===== config.mk =====
export PLATFORM = sky130hd
export DESIGN_NAME = mux_sel_arbiter
export DESIGN_NICKNAME = d
export VERILOG_FILES = /design/src/rtl/mux_sel_arbiter.sv
export SDC_FILE = /design/constraint.sdc
export NUM_CORES = 1
export LEC_CHECK = 0
export ABC_CLOCK_PERIOD_IN_PS = 7600
export CAP_MARGIN = 25
export CORE_ASPECT_RATIO = 1.1
export CORE_MARGIN = 1
export CORE_UTILIZATION = 50
export CTS_BUF_LIST = sky130_fd_sc_hd__clkbuf_8 sky130_fd_sc_hd__clkbuf_16
export DETAILED_ROUTE_END_ITERATION = 16
export PLACE_DENSITY_LB_ADDON = 0.05
export SYNTH_ARGS = -nofsm -noshare
export SYNTH_HDL_FRONTEND = slang
export SYNTH_SLANG_ARGS = --single-unit

===== constraint.sdc =====
create_clock -name clk -period 7.6 [get_ports clk]
set_clock_uncertainty 0.2 [all_clocks]
set_input_delay 1.14 -clock clk [delete_from_list [all_inputs] [get_ports clk]]
set_output_delay 1.14 -clock clk [all_outputs]
set_load 0.1 [all_outputs]

===== src/rtl/mux_sel_arbiter.sv =====
// Round-robin owner of a shared 8:1 mux select; the last holder gets lowest priority on the next scan.
// Request to grant takes 1 cycle; grants end on release, request drop or hold limit, with back-to-back regrant.
module mux_sel_arbiter #(
  parameter int MAX_HOLD = 16
) (
  input  logic       clk,
  input  logic       reset,
  input  logic [7:0] req,
  input  logic       release_vld,
  output logic [2:0] sel,
  output logic [7:0] grant,
  output logic       busy,
  output logic       timeout
);

  localparam int CW = (MAX_HOLD > 2) ? $clog2(MAX_HOLD) : 1;
  localparam logic [CW-1:0] HOLD_LAST = CW'(MAX_HOLD - 1);

  typedef enum logic {
    IDLE,
    GRANT
  } state_t;

  state_t        state, state_nxt;
  logic [2:0]    last, last_nxt;
  logic [CW-1:0] cnt, cnt_nxt;
  logic [2:0]    sel_nxt;
  logic [7:0]    grant_nxt;
  logic          busy_nxt;
  logic          timeout_nxt;

  logic          win_vld;
  logic [2:0]    win_idx;
  logic          hold_limit;
  logic          normal_end;

  // Scan downward in distance so the nearest requester after 'last' is the final assignment.
  always_comb begin
    logic [2:0] cand;
    win_vld = 1'b0;
    win_idx = 3'd0;
    cand    = 3'd0;
    for (int k = 8; k >= 1; k--) begin
      cand = last + 3'(k);
      if (req[cand]) begin
        win_vld = 1'b1;
        win_idx = cand;
      end
    end
  end

  assign hold_limit = (cnt == HOLD_LAST);
  assign normal_end = release_vld | ~req[sel];

  always_comb begin
    state_nxt   = state;
    last_nxt    = last;
    cnt_nxt     = cnt;
    sel_nxt     = sel;
    grant_nxt   = grant;
    busy_nxt    = busy;
    timeout_nxt = 1'b0;
    case (state)
      IDLE: begin
        if (win_vld) begin
          state_nxt = GRANT;
          last_nxt  = win_idx;
          cnt_nxt   = '0;
          sel_nxt   = win_idx;
          grant_nxt = 8'(1) << win_idx;
          busy_nxt  = 1'b1;
        end
      end
      GRANT: begin
        if (normal_end || hold_limit) begin
          timeout_nxt = hold_limit & ~normal_end;
          if (win_vld) begin
            last_nxt  = win_idx;
            cnt_nxt   = '0;
            sel_nxt   = win_idx;
            grant_nxt = 8'(1) << win_idx;
          end else begin
            state_nxt = IDLE;
            cnt_nxt   = '0;
            sel_nxt   = 3'd0;
            grant_nxt = 8'h00;
            busy_nxt  = 1'b0;
          end
        end else if (!hold_limit) begin
          cnt_nxt = cnt + 1'b1;
        end
      end
      default: begin
        state_nxt = IDLE;
        cnt_nxt   = '0;
        sel_nxt   = 3'd0;
        grant_nxt = 8'h00;
        busy_nxt  = 1'b0;
      end
    endcase
  end

  always_ff @(posedge clk or posedge reset) begin
    if (reset) begin
      state   <= IDLE;
      last    <= 3'd7;
      cnt     <= '0;
      sel     <= 3'd0;
      grant   <= 8'h00;
      busy    <= 1'b0;
      timeout <= 1'b0;
    end else begin
      state   <= state_nxt;
      last    <= last_nxt;
      cnt     <= cnt_nxt;
      sel     <= sel_nxt;
      grant   <= grant_nxt;
      busy    <= busy_nxt;
      timeout <= timeout_nxt;
    end
  end

endmodule


==> flow_summary.json, run 1 <==
{
  "period_share": 0.565,
  "grt_use_met3": 0.0466,
  "crit_arrival_ns": 4.27,
  "coreArea_um2": 3360,
  "antenna_found_initial": 0,
  "critPathCaptureType": "register",
  "finalHoldViolCount": 0,
  "port_buffers": 23,
  "cts_tree": "yes",
  "synth-seq-cells": 21,
  "num_io_pins": 24,
  "run_status": "complete, no violations",
  "layout.nets": 202,
  "rsz0062_at_grt": "no",
  "drive_gt1_frac": 0.156,
  "fp.dieH_um": 64.3,
  "first_iter_violations": 89,
  "yosysSeqAreaShare": 0.300,
  "gp_congestion": 0.884,
  "timing.final.crit_period_ns": 4.30,
  "busiest_layer": "met2",
  "slowest_stage": "dfstp_2",
  "syn_area_per_cell_um2": 10.6,
  "syn_area_um2": 1760,
  "dr.pass1.iters": 4,
  "die_area_um2": 3770,
  "worstSetupStartpointType": "register",
  "syn-num-nets": 181,
  "initial_core_util": 0.525,
  "syn-instance-count": 166,
  "num_vias": 1520,
  "tightest_slew_ns": 0.979,
  "grt_util_met1": 0.361,
  "fp.dieW_um": 58.6,
  "max_cap_violations": 0,
  "drt_wl_total_um": 4150,
  "cts_resized": 0,
  "dpl.hpwl_um": 3030,
  "fmax_mhz": 233,
  "synthDistinctLibCells": 53,
  "overflow": 0,
  "clock-root-buffer": "clkbuf_8",
  "clock_latency_ns": 0.26,
  "drcViolationCount": 0,
  "relSlewSlack": 0.345,
  "setup_tns_ns": 0,
  "worstHoldPathType": "register to register",
  "syn_to_final_growth_pct": 16.8,
  "grt_pass1_vias": 1394,
  "synth-main-ff-cell": "dfrtp_1",
  "numCtsBuffers": 3,
  "cts_hold_buf": 0,
  "cts.path.max_buffers": 2,
  "numClockSinks": 21,
  "cp_cell_sequence": "inv_1, ha_1, mux4_2, or2_1, or4_4, o21ai_1, nand2_1, o21ai_1",
  "grt_pass1_wl_um": 7010,
  "grt_util_all_layers": 0.246,
  "critical_path_required_ns": 7.57,
  "cpPeakStageDelay_ns": 0.82,
  "synth_warnings": 0,
  "use_met2": 0.382,
  "rows": 22,
  "post_cts.repair.setup_buffers": 0,
  "cpMostUsedCell": "o21ai_1",
  "synth_edf_count": 0,
  "path_clk_slew_ns": 0.07,
  "vias_per_cell": 6.50,
  "critPathMaxFanout": 18,
  "detail-route-antenna-nets": 0,
  "antenna_cells": 0,
  "routedWlPerCell_um": 17.8,
  "cts.htree.levels": 1,
  "path_class": "register to register",
  "grt_max_degree": 22,
  "async_reset_ff_frac": 1.00,
  "slew_viol_final": 0,
  "final-setup-viol-count": 0
}
cells in the mapped netlist (3+ instances only):
cell type | instances | area [um2]
a21o_1 | 3 | 22.5
a21oi_1 | 3 | 15.0
a221oi_1 | 6 | 52.6
a22o_1 | 3 | 26.3
a32o_1 | 8 | 80.1
dfrtp_1 | 18 | 450
dfstp_2 | 3 | 78.8
ha_1 | 4 | 50.1
inv_1 | 9 | 33.8
mux2_4 | 4 | 60.1
mux2i_1 | 7 | 70.1
mux4_2 | 12 | 270
nand2_1 | 13 | 48.8
nand2b_1 | 4 | 25.0
nor2_1 | 10 | 37.5
nor3_1 | 4 | 20.0
o21ai_0 | 7 | 35.0
o21ai_1 | 5 | 25.0
cell families after synthesis:
logic type	count (synthesis)	synth area share
and+or+nand+nor	44	0.138
buffers and inverters	16	0.0419
AOI/OAI and AO/OA	54	0.239
DFF	21	0.300
xor gates and xnor gates	3	0.0192
muxes	24	0.234
adders and majority gates	4	0.0284
layout by cell type, fill, tap and decap left out, types with 4 or more instances in the layout:
| master | instances |
|---|---|
| clkdlybuf4s50_1 | 23 |
| dfrtp_1 | 18 |
| nand2_1 | 13 |
| mux4_2 | 12 |
| nor2_1 | 10 |
| inv_1 | 9 |
| a32o_1 | 8 |
| mux2i_1 | 7 |
| o21ai_0 | 7 |
| a221oi_1 | 6 |
| o21ai_1 | 5 |
| nand2b_1 | 4 |
| mux2_4 | 4 |
| nor3_1 | 4 |
| ha_1 | 4 |
path summary, 6_finish.rpt:
kind | from | end | slack (ns) | cells after the start
max in group asynchronous | reset | grant[4] | 5.60 | 2
min in group asynchronous | reset | cnt[1] | 1.12 | 2
hold reg to reg | cnt[3] | cnt[3] | 0.29 | 1
setup / recovery | last[0] | sel[0] | 3.30 | 8
setup reg to reg | last[0] | sel[0] | 3.30 | 8
hold / removal | cnt[3] | cnt[3] | 0.29 | 1
routing by layer:
metal / up-vias / routed length, um
li1: 702 / -
met1: 765 / 1940
met2: 47 / 2000
met3: 6 / 174
met4: 0 / 41
met5: - / 0
critical path: cells and delay by family, from the launching register on:
kind	cells	cell delay (ns)
AO/OA/AOI/OAI	2	0.80
buffers and inverters	1	0.19
adder cells (fa/ha/maj)	1	0.58
flip-flops	1	0.82
multiplexers	1	0.65
AND/OR/NAND/NOR	3	0.95
cell type report:
cell class | count | area (um2)
Multi-Input combinational cell | 129 | 1160
Fill cell | 297 | 1300
Clock inverter | 1 | 5.00
Timing Repair Buffer | 23 | 230
Sequential cell | 21 | 529
Inverter | 9 | 33.8
Tap cell | 48 | 60.1
Clock buffer | 3 | 41.3
flip-flops by register name (all words and copies together), names as in the netlist:
| signal | count |
|---|---|
| busy | 1 |
| state | 1 |
| sel | 3 |
| timeout | 1 |
| grant | 8 |
| cnt | 4 |
| last | 3 |
per-stage QoR:
step / cells / area (um2) / hold WS, ns / setup WS, ns / util
after detailed placement: 230 / 2010 / 0.283 / 3.32 / 0.599
after floorplan: 166 / 1760 / 0.247 / 3.92 / -
after CTS: 234 / 2060 / 0.306 / 3.32 / 0.613
final: 234 / 2060 / 0.294 / 3.30 / 0.613
after global routing: 234 / 2060 / 0.314 / 3.01 / 0.613
after global placement: 230 / 2010 / 0.278 / 3.39 / 0.599
Power of run 1 is left out: the tool's default activity adds up to more than one toggle a clock period on the data nets, which glitch-free logic cannot reach.
==> run 2, diff against run 1 <==
Settings changed: ABC_CLOCK_PERIOD_IN_PS 7600 to 3700.
Clock period 7.6 ns to 3.7 ns, I/O delays scaled along.
==> run 2 against run 1 <==
Effect of this change: via count increased by 4.0%; cell count increased by 5.6%; routed wire length up 0.34%; register-to-register slack worse by 3.0 ns; hold slack worse by 0.019 ns; setup slack worse by 3.0 ns; sequential share of layout area fell by 1.2 points; critical path depth rose by 2; die area unchanged; utilization rose by 3.0 points; critical path type unchanged; highest routed layer unchanged.
==> flow_summary.json, run 2 (synthesis results as in run 1) <==
{
  "fp.dieW_um": 58.6,
  "rsz0062_at_grt": "no",
  "largestRegisters": "grant: 8 flops, cnt: 4 flops",
  "numClockSinks": 21,
  "post_cts.repair.setup_buffers": 0,
  "routedWlPerCell_um": 16.9,
  "slowest_stage": "mux4_2",
  "num_vias": 1581,
  "port_buffers": 23,
  "drt_wl_total_um": 4170,
  "drive_gt1_frac": 0.211,
  "cpPeakStageDelay_ns": 0.56,
  "initial_core_util": 0.525,
  "largest_register": "grant",
  "cp_cell_sequence": "inv_1, ha_1, mux4_2, buf_4, mux2i_1, nor4b_1, a31oi_1, and3_1, o31a_1, a32o_1",
  "clock-root-buffer": "clkbuf_8",
  "fp.dieH_um": 64.3,
  "layout_commonest_cell": "clkdlybuf4s50_1",
  "rows": 22,
  "most-common-layout-cells": "clkdlybuf4s50_1, dfrtp_1, nand2_1, buf_4, mux4_2",
  "critPathCaptureType": "register",
  "num_io_pins": 24,
  "dpl.hpwl_um": 3210,
  "hold_start": "cnt[3]",
  "overflow": 0,
  "cts_resized": 0,
  "path_class": "register to register",
  "register_area_um2": 529,
  "dr.pass1.iters": 4,
  "rr_startpoint": "last[0]",
  "syn_to_final_growth_pct": 22.5,
  "fmax_mhz": 294,
  "critPathLaunch": "last[0]",
  "period_share": 0.920,
  "setup_tns_ns": 0,
  "grt_util_all_layers": 0.250,
  "antenna_found_initial": 0,
  "critPathMaxFanout": 7,
  "layout.nets": 215,
  "numCtsBuffers": 3,
  "largest_reg_flops": 8,
  "clock_latency_ns": 0.26,
  "first_iter_violations": 95,
  "grt_pass1_wl_um": 7170,
  "tightest_slew_ns": 0.981,
  "worstSetupStartpointType": "register",
  "run_status": "complete, no violations",
  "drcViolationCount": 0,
  "grt_max_degree": 22,
  "path_clk_slew_ns": 0.08,
  "cts.htree.levels": 1,
  "antenna_cells": 0,
  "crit_buf_inv": 2,
  "multi_input_area_um2": 1160,
  "slew_viol_final": 0,
  "vias_per_cell": 6.40,
  "cts_hold_buf": 0,
  "timing.final.crit_period_ns": 3.40,
  "grt_pass1_vias": 1474,
  "fin_util": 0.643,
  "relSlewSlack": 0.344,
  "die_area_um2": 3770,
  "critical_path_required_ns": 3.65,
  "fillers": 284,
  "max_cap_violations": 0,
  "detail-route-antenna-nets": 0,
  "gp_congestion": 0.965,
  "crit_family": "multiplexers",
  "coreArea_um2": 3360,
  "crit_arrival_ns": 3.36,
  "worstHoldPathType": "register to register",
  "cts_tree": "yes",
  "finalHoldViolCount": 0,
  "final-setup-viol-count": 0,
  "cts.path.max_buffers": 2
}
==> run 2: layer usage <==
layer	GRT usage	share of wire	up-vias
met2	0.368	0.48	61
met4	0.0565	0.013	0
met3	0.0587	0.065	6
met5	0	0	-
met1	0.373	0.44	788
li1	-	-	726
==> run 2: path summary, 6_finish.rpt <==
check                            to  slack, ns  cells after the start
setup / recovery           grant[5]       0.30                     10
hold / removal               cnt[3]       0.27                      1
setup reg to reg           grant[5]       0.30                     10
hold reg to reg              cnt[3]       0.27                      1
max in group asynchronous    cnt[3]       2.30                      2
min in group asynchronous  grant[6]       0.53                      2
==> run 2: final cells by class <==
class                      count  area share
clock buffer                   3      0.0191
clock inverter                 1     0.00348
inverter                       9      0.0157
multi-input combinational    129       0.537
sequential                    21       0.245
tap                           48      0.0278
timing repair buffer          36       0.152
==> run 2: through the flow <==
stage / instance area, um2 / hold WS [ns] / cells / setup slack, ns
4_1_cts: 2160 / 0.280 / 247 / 0.377
2_1_floorplan: 1760 / 0.247 / 166 / 0.0174
3_5_place_dp: 2110 / 0.274 / 243 / 0.208
3_3_place_gp: 2110 / 0.266 / 243 / 0.266
6_report: 2160 / 0.274 / 247 / 0.298
5_1_grt: 2160 / 0.307 / 247 / 0.185
Power of run 2 is left out for the same reason.
